### config.mk
export PLATFORM = sky130hd
export DESIGN_NAME = signal_sequencer_flat
export DESIGN_NICKNAME = d
export VERILOG_FILES = /design/src/rtl/signal_pkg.sv /design/src/rtl/signal_sequencer_if.sv /design/src/rtl/signal_sequencer_rr_pick.sv /design/src/rtl/signal_sequencer.sv /design/src/flat_wrapper.sv
export SDC_FILE = /design/constraint.sdc
export NUM_CORES = 1
export LEC_CHECK = 0
export BUFFER_PORTS_ARGS = -buffer_cell sky130_fd_sc_hd__buf_2
export CORE_MARGIN = 5
export CORE_UTILIZATION = 30
export CTS_CLUSTER_SIZE = 30
export DETAILED_ROUTE_END_ITERATION = 8
export REMOVE_ABC_BUFFERS = 1
export SLEW_MARGIN = 10
export SYNTH_ARGS = -nofsm -noshare
export SYNTH_HDL_FRONTEND = slang
export SYNTH_SLANG_ARGS = --single-unit
### constraint.sdc
create_clock -name CLK -period 5.6 [get_ports CLK]
set_clock_uncertainty 0.15 [all_clocks]
set_input_delay 0.28 -clock CLK [delete_from_list [all_inputs] [get_ports CLK]]
set_output_delay 0.28 -clock CLK [all_outputs]
set_load 0.02 [all_outputs]
### src/rtl/signal_pkg.sv
// rtl/signal_pkg.sv - shared types and constants for the intersection signal sequencer
package signal_pkg;

  typedef enum logic [1:0] {
    FLASH   = 2'd0,
    RUN     = 2'd1,
    PREEMPT = 2'd2
  } state_t;

  localparam int CNT_W = 5;

  // Fixed by the light decoder: it shows yellow whenever Count_out <= 3.
  localparam logic [CNT_W-1:0] YELLOW_TIME = 5'd3;

  localparam logic [1:0] POS_0 = 2'd0;
  localparam logic [1:0] POS_1 = 2'd1;
  localparam logic [1:0] POS_2 = 2'd2;
  localparam logic [1:0] POS_3 = 2'd3;

  function automatic logic [3:0] pos_onehot(input logic [1:0] pos);
    logic [3:0] m;
    m = 4'b0000;
    m[pos] = 1'b1;
    return m;
  endfunction

endpackage

### src/rtl/signal_sequencer_if.sv
// rtl/signal_sequencer_if.sv - detector/request inputs and decoder-facing outputs of the sequencer
interface signal_sequencer_if;
  import signal_pkg::*;

  logic             Tick_1Hz;
  logic [3:0]       Car_Req;
  logic             Night_Mode;
  logic             Emergency;
  logic [1:0]       Emg_Pos;
  logic [1:0]       Signal_Pos;
  logic [CNT_W-1:0] Count_out;
  logic             light_out_time;

  modport master (
    output Tick_1Hz, Car_Req, Night_Mode, Emergency, Emg_Pos,
    input  Signal_Pos, Count_out, light_out_time
  );

  modport slave (
    input  Tick_1Hz, Car_Req, Night_Mode, Emergency, Emg_Pos,
    output Signal_Pos, Count_out, light_out_time
  );

endinterface

### src/rtl/signal_sequencer_rr_pick.sv
// rtl/signal_sequencer_rr_pick.sv - round-robin choice of the next approach with pending demand
module rr_pick (
  input  logic [3:0] pend,
  input  logic [1:0] cur,
  output logic [1:0] nxt,
  output logic       any
);

  // Walk offsets from farthest to nearest so the nearest pending approach after cur wins.
  always_comb begin
    nxt = cur + 2'd1;
    any = |pend;
    for (int k = 4; k >= 1; k--) begin
      if (pend[cur + 2'(k)]) begin
        nxt = cur + 2'(k);
      end
    end
  end

endmodule

### src/rtl/signal_sequencer.sv
// rtl/signal_sequencer.sv - phase timing, round-robin, preemption and flashing control for the light decoder
module signal_sequencer
  import signal_pkg::*;
#(
  parameter int GREEN_TIME    = 20,
  parameter int STARTUP_FLASH = 5
) (
  input logic                CLK,
  input logic                RST,
  signal_sequencer_if.slave  bus
);

  localparam int FW = $clog2(STARTUP_FLASH + 2);
  localparam logic [CNT_W-1:0] GREEN_CNT = CNT_W'(GREEN_TIME);
  localparam logic [FW-1:0]    FLASH_MIN = FW'(STARTUP_FLASH);

  state_t           state;
  logic [1:0]       sig_pos;
  logic [CNT_W-1:0] count;
  logic             light;
  logic [3:0]       pend;
  logic [FW-1:0]    flash_cnt;

  logic [FW-1:0]    flash_inc;
  logic [3:0]       pend_set;
  logic [3:0]       pend_acc;
  logic [1:0]       rr_nxt;
  logic             rr_any;

  rr_pick u_rr_pick (
    .pend (pend),
    .cur  (sig_pos),
    .nxt  (rr_nxt),
    .any  (rr_any)
  );

  assign flash_inc = (&flash_cnt) ? flash_cnt : flash_cnt + 1'b1;
  // Demand on the approach that already has the lights is ignored, except while flashing.
  assign pend_set  = bus.Car_Req & ((state == FLASH) ? 4'hF : ~pos_onehot(sig_pos));
  assign pend_acc  = pend | pend_set;

  always_ff @(posedge CLK or posedge RST) begin
    if (RST) begin
      state     <= FLASH;
      sig_pos   <= POS_0;
      count     <= GREEN_CNT;
      light     <= 1'b1;
      pend      <= 4'b0000;
      flash_cnt <= '0;
    end else begin
      pend <= pend_acc;
      if (bus.Tick_1Hz) begin
        case (state)
          FLASH: begin
            flash_cnt <= flash_inc;
            if (bus.Emergency) begin
              state   <= PREEMPT;
              light   <= 1'b0;
              sig_pos <= bus.Emg_Pos;
              count   <= GREEN_CNT;
              pend    <= pend_acc & ~pos_onehot(bus.Emg_Pos);
            end else if (flash_inc >= FLASH_MIN && !bus.Night_Mode) begin
              state   <= RUN;
              light   <= 1'b0;
              sig_pos <= POS_0;
              count   <= GREEN_CNT;
              pend    <= pend_acc & ~pos_onehot(POS_0);
            end
          end
          default: begin
            if (bus.Emergency && bus.Emg_Pos == sig_pos) begin
              state <= PREEMPT;
              count <= GREEN_CNT;
            end else if (count == '0) begin
              if (bus.Emergency) begin
                state   <= PREEMPT;
                sig_pos <= bus.Emg_Pos;
                count   <= GREEN_CNT;
                pend    <= pend_acc & ~pos_onehot(bus.Emg_Pos);
              end else if (bus.Night_Mode) begin
                state     <= FLASH;
                light     <= 1'b1;
                flash_cnt <= FLASH_MIN;
                count     <= GREEN_CNT;
              end else begin
                state   <= RUN;
                sig_pos <= rr_nxt;
                count   <= GREEN_CNT;
                pend    <= pend_acc & ~pos_onehot(rr_nxt);
              end
            end else if (bus.Emergency) begin
              // Preemption toward another approach cuts straight to yellow.
              count <= (count > YELLOW_TIME) ? YELLOW_TIME : count - 1'b1;
            end else begin
              state <= RUN;
              if (!(count == YELLOW_TIME + 1'b1 && !rr_any && !bus.Night_Mode)) begin
                count <= count - 1'b1;
              end
            end
          end
        endcase
      end
    end
  end

  assign bus.Signal_Pos     = sig_pos;
  assign bus.Count_out      = count;
  assign bus.light_out_time = light;

endmodule

### src/flat_wrapper.sv
// flat-port wrapper written by rule: the top's interface ports become plain ports
module signal_sequencer_flat import signal_pkg::*;
#(
  parameter int GREEN_TIME    = 20,
  parameter int STARTUP_FLASH = 5
)
  (CLK, RST, bus_Tick_1Hz, bus_Car_Req, bus_Night_Mode, bus_Emergency, bus_Emg_Pos, bus_Signal_Pos, bus_Count_out, bus_light_out_time);
  signal_sequencer_if bus_i ();
  input logic CLK;
  input logic RST;
  input wire logic [$bits(bus_i.Tick_1Hz)-1:0] bus_Tick_1Hz;
  input wire logic [$bits(bus_i.Car_Req)-1:0] bus_Car_Req;
  input wire logic [$bits(bus_i.Night_Mode)-1:0] bus_Night_Mode;
  input wire logic [$bits(bus_i.Emergency)-1:0] bus_Emergency;
  input wire logic [$bits(bus_i.Emg_Pos)-1:0] bus_Emg_Pos;
  output wire logic [$bits(bus_i.Signal_Pos)-1:0] bus_Signal_Pos;
  output wire logic [$bits(bus_i.Count_out)-1:0] bus_Count_out;
  output wire logic [$bits(bus_i.light_out_time)-1:0] bus_light_out_time;
  assign bus_i.Tick_1Hz = bus_Tick_1Hz;
  assign bus_i.Car_Req = bus_Car_Req;
  assign bus_i.Night_Mode = bus_Night_Mode;
  assign bus_i.Emergency = bus_Emergency;
  assign bus_i.Emg_Pos = bus_Emg_Pos;
  assign bus_Signal_Pos = bus_i.Signal_Pos;
  assign bus_Count_out = bus_i.Count_out;
  assign bus_light_out_time = bus_i.light_out_time;
  signal_sequencer #(.GREEN_TIME(GREEN_TIME), .STARTUP_FLASH(STARTUP_FLASH)) u_core (.CLK(CLK), .RST(RST), .bus(bus_i));
endmodule
; ---- Yosys cells after proc, flatten, opt, wreduce, memory -nomap -nowiden
; Cells that the tools add are included.
; W data, S select, Z words.
[op_classes]
magnitude_cmp = 11
eq_ne = 8
mux = 63
reduce_logical = 20
n_bitwise = 7
add_sub_neg = 5
[op_table]
columns = operator, count
row1 = $mux W5, 8
row2 = $mux W2, 18
row3 = $mux W4, 8
row4 = $lt A2 B3 Y1 const B, 6
row5 = $mux W3, 6
row6 = $mux W1, 16
row7 = $and A4 B4 Y4, 3
row8 = $not A4 Y4, 3
row9 = $reduce_and A5 Y1, 2
row10 = $reduce_and A3 Y1, 3
row11 = $bmux W1 S2, 4
row12 = $logic_and A1 B1 Y1, 7
row13 = $demux W1 S2, 3
row14 = $ge A2 B1 Y1 const B, 3
row15 = $reduce_and A6 Y1, 1
row16 = $eq A5 B3 Y1 const B, 1
row17 = $gt A5 B2 Y1 const B, 1
row18 = $logic_not A5 Y1, 1
row19 = $ne A5 B2 Y1 const B, 1
row20 = $sub A5 B1 Y5 const B, 1
row21 = $add A2 B2 Y2 const B, 2
row22 = $ne A2 B1 Y1 const B, 2
row23 = $ne A4 B1 Y1 const B, 1
row24 = $or A4 B4 Y4, 1
row25 = other kinds (10), 12
[totals]
out_inout_bits = 8
in_bits = 11
regBits = 17
word_cells = 120

; ---- Longest topological paths before layout
; Gate-level depths: netlist of run 1.
[logic_depth]
word_depth = 18
depth_mapped = 9
mapped_depth_nobuf = 7

; ---- Hierarchy
; A second synthesis of run 1 with hierarchy kept.
[hier_totals]
hier_cells = 141
area_unflattened_um2 = 1249.9
[by_module_without_submodules]
columns = mod, instances, seq_area_each_um2, area_per_inst_um2, cells_per_inst
row1 = signal_sequencer, 1, 429.2, 1134.8, 123
row2 = rr_pick, 1, 0.0, 115.1, 18

; ---- Worst setup path before layout of run 1
; No wires, ideal clock.
[synth_path]
kind = reg-to-reg
from = reg u_core.sig_pos[0] (netlist: u_core.bus.Signal_Pos[0])
to = reg u_core.sig_pos[0] (netlist: u_core.bus.Signal_Pos[0])
period_less_slack_ns = 2.584
t_arrival_ns = 2.309
path_buffers = 2
path_stages_with_launch = 10
setup_ns = 0.125
required_ns = 5.325
setup_slack_ns = 3.016
path_cell_list = dfrtp_1 -> clkbuf_8 -> inv_2 -> ha_1 -> buf_2 -> mux2_1 -> o32ai_1 -> nor4_1 -> a221o_1 -> mux2_4
[synth_via]
elab_chain_len = 11
word_cells_on_any_way = 24
cone_classes = add/sub: 3 / eq/ne: 2 / mux: 17 / reduce/logical: 2
[synth_lines]
columns = element, line
row1 = start: declaration, signal_sequencer.sv:18  ; logic [1:0] sig_pos;
row2 = start signal: assignment, signal_sequencer.sv:59  ; sig_pos <= bus.Emg_Pos;
row3 = start signal: assignment, signal_sequencer.sv:77  ; sig_pos <= bus.Emg_Pos;
row4 = start signal: assignment, signal_sequencer.sv:87  ; sig_pos <= rr_nxt;
row5 = $add A2 B2 Y2 or $bmux W1 S2 (tied branches), "signal_sequencer_rr_pick.sv:14, signal_sequencer_rr_pick.sv:15"
row6 = $bmux W1 S2 or $mux W1 (tied branches), signal_sequencer_rr_pick.sv:14  ; if (pend[cur + 2'(k)]) begin
row7 = $mux W1 (implied by the code) or $mux W2 (tied branches), signal_sequencer_rr_pick.sv:14
row8 = $mux W2 (3 in series), signal_sequencer_rr_pick.sv:14
row9 = $mux W2, signal_sequencer.sv:80  ; end else if (bus.Night_Mode) begin
row10 = $mux W2, signal_sequencer.sv:75  ; if (bus.Emergency) begin
row11 = $mux W2, signal_sequencer.sv:74  ; end else if (count == '0) begin
row12 = $mux W2, signal_sequencer.sv:71  ; if (bus.Emergency && bus.Emg_Pos == sig_pos) begin
row13 = $mux W2, signal_sequencer.sv:53  ; case (state)
; Several ways; a longest one is shown, not always the timed one. The select of a mux whose other input is x is not followed.
; A chain may end at the register's enable or synchronous reset.

; ---- Worst setup path in the final report of run 1
; Same ends and word-level chain as after synthesis.

==> results of run 1 <==
## worst paths after layout
kind | from | endpoint | slack [ns] | cells after the start
min in group asynchronous | RST | u_core.bus.Count_out[3] | 0.51 | 3
max in group asynchronous | RST | u_core.state[0] | 4.38 | 3
setup reg to reg | u_core.bus.Signal_Pos[0] | u_core.bus.Signal_Pos[0] | 2.89 | 7
setup / recovery | u_core.bus.Signal_Pos[0] | u_core.bus.Signal_Pos[0] | 2.89 | 7
hold / removal | bus_Tick_1Hz | u_core.state[0] | 0.28 | 3
hold reg to reg | u_core.bus.Count_out[4] | u_core.bus.Count_out[4] | 0.38 | 2
## tightest hold or removal path: cells and delay by family
kind | cells | cell delay [ns]
compound gates | 2 | 0.21
buf+inv | 1 | 0.15
## layout make-up
cell class              instances  area [um2]  area share, %
well taps                      70        87.6           5.04
flip-flops and latches         17         429           24.7
clock buffers                   4        45.0           2.59
repair buffers                 19         100           5.76
inverters                      11        41.3           2.37
multi-input cells             143        1040           59.6
## cells by family (layout without fill, tap and decap cells)
kind of cell	count (synthesis)	in the layout	share of synthesized area (%)
flops	17	17	26.6
xor+xnor	2	2	1.09
fa+ha+maj	9	9	6.98
mux	11	11	8.30
compound gates	67	67	28.9
buf+inv	24	34	9.15
simple gates	54	54	18.9
## where the power goes
group / switching, mW / leakage [nW] / internal (mW)
Combinational: 0.294 / 0.488 / 0.235
Clock: 0.0410 / 0.0228 / 0.0505
Sequential: 0.0929 / 0.185 / 0.179
Total: 0.427 / 0.696 / 0.464
## routing by layer
layer  GRT usage (%)  vias up  wire length [um]
met5               0        -                 0
met4            1.93        0                36
met3            3.17        4               212
met2            19.7       42              1910
met1            13.9      701              1760
li1                -      707                 -
## through the flow
stage / instance area [um2] / cells / setup WS, ns / hold WS (ns)
global placement: 1680 / 259 / 2.97 / 0.256
CTS: 1740 / 264 / 2.89 / 0.266
finish: 1740 / 264 / 2.89 / 0.278
detailed placement: 1680 / 259 / 2.90 / 0.262
global route: 1740 / 264 / 2.73 / 0.297
floorplan: 1510 / 171 / 3.02 / 0.0539
## cells in the final DEF, fill, tap and decap left out, types with 6 or more instances in the layout
| master | synthesis | routed |
|---|---|---|
| sky130_fd_sc_hd__inv_1 | 9 | 9 |
| sky130_fd_sc_hd__a21oi_1 | 16 | 16 |
| sky130_fd_sc_hd__ha_1 | 9 | 9 |
| sky130_fd_sc_hd__dfrtp_1 | 14 | 14 |
| sky130_fd_sc_hd__o21ai_0 | 13 | 13 |
| sky130_fd_sc_hd__nand2_1 | 16 | 16 |
| sky130_fd_sc_hd__nor2_1 | 10 | 10 |
| sky130_fd_sc_hd__buf_2 | 2 | 18 |
| sky130_fd_sc_hd__a31oi_1 | 6 | 6 |
## registers in the layout, summed over array words and instances (netlist names)
register	cells
u_core.state	2
u_core.bus.light_out_time	1
u_core.pend	4
u_core.flash_cnt	3
u_core.bus.Signal_Pos	2
u_core.bus.Count_out	5
## repair_timing
item,in CTS,in global routing
hold buffers,1,0
buffers inserted,0,0
hold endpoints to repair,14,0
==> qor.yml, run 1 <==
status:
  outcome: "completed"
sta:
  rsz0062_at_grt: "no"
  finalWorstPathRequiredPeriod_ns: 2.71
  timing.slew.headroom_pct: 57.1
  tightestPinTransition_ns: 0.643
  setup_viol: 0
  maxClockFrequency_ghz: 0.370
  hold_viol_final: 0
  final.setup.tns_ns: 0
  final.period_utilization_pct: 48.3
  final_max_slew_viol_count: 0
route:
  drt_pass1_iterations: 4
  vias: 1454
  finalWirelength_mm: 3.92
  dr.first_iter.drc_count: 172
  final_antenna_net_count: 0
  route.detailed.wl_per_inst_um: 14.9
  drt-vias-per-instance: 5.51
  drc_errors: 0
run:
  timing.max_cap.violations: 0
critical_path:
  timing.critical_path.buf_inv: 1
  critPathMaxStageDelay_ns: 0.69
  cp.required_ns: 5.59
  cell_with_the_biggest_individual_delay_on_the_critical_path: "sky130_fd_sc_hd__dfrtp_1"
  setup.worst_path.end_class: "flop"
  critPathLaunchType: "flop"
  critical_path.top_delay_family: "flip-flops"
  crit_arrival_ns: 2.69
  critical_path.cell_chain: "inv_2 > ha_1 > mux2_1 > o32ai_1 > nor4_1 > a221o_1 > mux2_4"
  timing.critical_path.fanout_max: 16
  timing_worst_setup_path_type: "flop to flop"
global_routing:
  wire_length_of_the_first_global_routing_pass_mm: 6.62
  grt_start_max_net_pins: 19
  grt_remaining_overflow: 0
  grt_antenna_before_repair: 0
  globalRouteTotalUtil_pct: 11.3
  first_global_vias: 1394
synth:
  synth.yosys.seq_area_share_pct: 26.6
  synth_ff_type: "sky130_fd_sc_hd__dfrtp_1"
  yosys.area.top_type_share_pct: 21.7
  synth_cells: 184
  synth.lib_cells_used.distinct: 57
  synth.largest_area_cell: "sky130_fd_sc_hd__dfrtp_1"
  yosys_warnings: 0
  async_reset_ff_share_pct: 100
  synth-edff-count: 0
  netlist_area_um2: 1610
  ys_top_cells_by_count: "sky130_fd_sc_hd__a21oi_1, sky130_fd_sc_hd__nand2_1, sky130_fd_sc_hd__dfrtp_1, sky130_fd_sc_hd__o21ai_0, sky130_fd_sc_hd__nor2_1"
  synth.avg_cell_area_um2: 8.77
  synth_area_leaders: "sky130_fd_sc_hd__dfrtp_1, sky130_fd_sc_hd__ha_1, sky130_fd_sc_hd__a21oi_1"
  number_of_register_bits_inferred_by_synthesis: 17
clock_network:
  worst_skew_late_latency_ns: 0.25
  clock_tree_from_tritoncts: "yes"
  postCtsResizedCells: 0
  cts_inserted_buffers: 3
  worst_setup_hold_path_clk_slew_ns: 0.06
  cts_sinks: 17
  cts_root_buffer: "sky130_fd_sc_hd__clkbuf_8"
  clk_path_buf_depth: 2
  cts.htree.levels: 1
power:
  power.ir.vdd_worst_mv: 0.167
  leakagePower_nw: 0.696
  totalPowerFinal_mw: 0.891
  pwr_density_cell_nw_per_um2: 512
floorplan:
  fp.dieH_um: 83.3
  rows: 26
  core_region_area_um2: 5170
  floorplan.die_area_um2: 6940
  die_width_um: 83.3
  io_pins: 19
  initial_core_util_pct: 31.2
layout:
  areaGrowthSynthToFinish_pct: 7.84
  final.fill_count: 544
  antennaDiodeCount: 0
  drive_above_1_share_pct: 21.1
  final_util_pct: 33.6
  finish.net_count: 215
hold_path:
  hold_path.class: "input port to flop"
placed_design:
  dp_hpwl_mm: 2.88
  number_of_port_buffers: 18
  place_congestion: 0.870
No activity file was read; power rests on OpenSTA's default activity.
==> run 2, diff against run 1 <==
==> constraint.sdc (replaced) <==
create_clock -name CLK -period 2.8 [get_ports CLK]
set_clock_uncertainty 0.15 [all_clocks]
set_input_delay 0.14 -clock CLK [delete_from_list [all_inputs] [get_ports CLK]]
set_output_delay 0.14 -clock CLK [all_outputs]
set_load 0.02 [all_outputs]
==> qor.yml, run 2 (synthesis gave the netlist of run 1 again) <==
status:
  outcome: "completed"
sta:
  setup_viol: 0
  rsz0062_at_grt: "no"
  timing.slew.headroom_pct: 56.4
  final.period_utilization_pct: 88.6
  tightestPinTransition_ns: 0.644
  final_max_slew_viol_count: 0
  hold_viol_final: 0
  maxClockFrequency_ghz: 0.403
  final.setup.tns_ns: 0
  finalWorstPathRequiredPeriod_ns: 2.48
clock_network:
  cts_inserted_buffers: 3
  cts.htree.levels: 1
  worst_setup_hold_path_clk_slew_ns: 0.07
  worst_skew_late_latency_ns: 0.26
  cts_hold_buf: 1
  clk_path_buf_depth: 2
  postCtsResizedCells: 0
  cts_root_buffer: "sky130_fd_sc_hd__clkbuf_8"
  post-cts-setup-buffers: 0
  cts_sinks: 17
  clock_tree_from_tritoncts: "yes"
placed_design:
  place.detailed.instances: 262
  place_congestion: 0.882
  number_of_port_buffers: 18
  dp_hpwl_mm: 2.98
global_routing:
  grt_antenna_before_repair: 0
  first_global_vias: 1361
  grt_remaining_overflow: 0
  grt_start_max_net_pins: 19
  wire_length_of_the_first_global_routing_pass_mm: 6.75
  globalRouteTotalUtil_pct: 11.7
power:
  leakagePower_nw: 0.714
  power.ir.vdd_worst_mv: 0.323
  totalPowerFinal_mw: 1.83
  pwr_density_cell_nw_per_um2: 1040
route:
  finalWirelength_mm: 4.12
  drc_errors: 0
  vias: 1467
  drt-vias-per-instance: 5.49
  drt_pass1_iterations: 4
  dr.first_iter.drc_count: 202
  final_antenna_net_count: 0
  route.detailed.wl_per_inst_um: 15.4
run:
  timing.max_cap.violations: 0
layout:
  drive_above_1_share_pct: 22.8
  mostFrequentLayoutCell: "sky130_fd_sc_hd__buf_2"
  sequential_cell_area_um2: 429
  final.fill_count: 525
  multi_input_comb_area_um2: 1040
  layout.cells.most_common_list: "sky130_fd_sc_hd__buf_2, sky130_fd_sc_hd__a21oi_1, sky130_fd_sc_hd__nand2_1"
  largest_register_ff_count: 5
  biggestRegsByFlops: "u_core.bus.Count_out: 5 flops, u_core.pend: 4 flops, u_core.flash_cnt: 3 flops"
  antennaDiodeCount: 0
  largest_register: "u_core.bus.Count_out"
  areaGrowthSynthToFinish_pct: 9.31
  non_filler_cells_final: 267
  finish.net_count: 218
critical_path:
  cp.required_ns: 2.80
  r2r_cells: 7
  timing.rr.end: "u_core.bus.Count_out[1]"
  critical_path.startpoint: "u_core.flash_cnt[0]"
  critPathLaunchType: "flop"
  ff2ff_setup_slack_ns: 0.32
  setup.worst_path.end_class: "flop"
  r2r_start: "u_core.flash_cnt[0]"
  endpoint: "u_core.bus.Count_out[1]"
  crit_arrival_ns: 2.48
  timing.critical_path.fanout_max: 7
  timing_worst_setup_path_type: "flop to flop"
floorplan:
  io_pins: 19
  floorplan.die_area_um2: 6940
  rows: 26
  die_width_um: 83.3
  initial_core_util_pct: 31.2
  fp.dieH_um: 83.3
  core_region_area_um2: 5170
hold_path:
  hold_path.class: "input port to flop"
==> run 2: final cells by class <==
class	count	area share, %
Sequential cell	17	24.3
Multi-Input combinational cell	143	58.8
Tap cell	70	4.97
Clock buffer	3	2.34
Timing Repair Buffer	22	6.96
Inverter	11	2.34
Clock inverter	1	0.284
==> run 2: where the power goes <==
group,switching [mW],leakage (nW),internal [mW]
clock,0.0941,0.0255,0.0991
combinational,0.649,0.503,0.489
sequential,0.137,0.185,0.358
==> run 2: how the worst min path moves through the flow <==
stage                  from                       to  slack [ns]  depth (start not counted)
2_1_floorplan           RST  u_core.bus.Count_out[0]       -0.09                          1
3_3_place_gp            RST      u_core.flash_cnt[1]        0.12                          2
3_5_place_dp            RST      u_core.flash_cnt[1]        0.13                          2
4_1_cts        bus_Tick_1Hz      u_core.flash_cnt[2]        0.11                          3
5_1_grt        bus_Tick_1Hz      u_core.flash_cnt[2]        0.14                          3
6_report       bus_Tick_1Hz          u_core.state[0]        0.11                          3
==> run 2: routing by layer <==
metal | wire (um) | global-route usage, % | vias up
met5 | 0 | 0 | -
met4 | 44 | 3.57 | 0
met3 | 194 | 2.38 | 5
met2 | 1980 | 19.0 | 49
met1 | 1900 | 15.4 | 696
li1 | - | - | 717
==> run 2: critical path, cell delays in order, from the launching register on <==
cell and delay (ns):
sky130_fd_sc_hd__dfrtp_1 0.44, sky130_fd_sc_hd__inv_1 0.08, sky130_fd_sc_hd__ha_1 0.32, sky130_fd_sc_hd__or3b_1 0.38, sky130_fd_sc_hd__a21oi_1 0.22, sky130_fd_sc_hd__o41a_1 0.26
sky130_fd_sc_hd__nand2b_4 0.21, sky130_fd_sc_hd__mux2_4 0.31
==> run 2: per-stage QoR <==
step | util [%] | worst slack [ns] | hold slack [ns] | cell area [um2]
after floorplan | - | 0.217 | -0.0861 | 1510
after global placement | 33.0 | 0.403 | 0.118 | 1710
final | 34.1 | 0.320 | 0.110 | 1760
after global routing | 34.1 | 0.233 | 0.138 | 1760
after CTS | 34.1 | 0.332 | 0.108 | 1760
after detailed placement | 33.0 | 0.349 | 0.133 | 1710
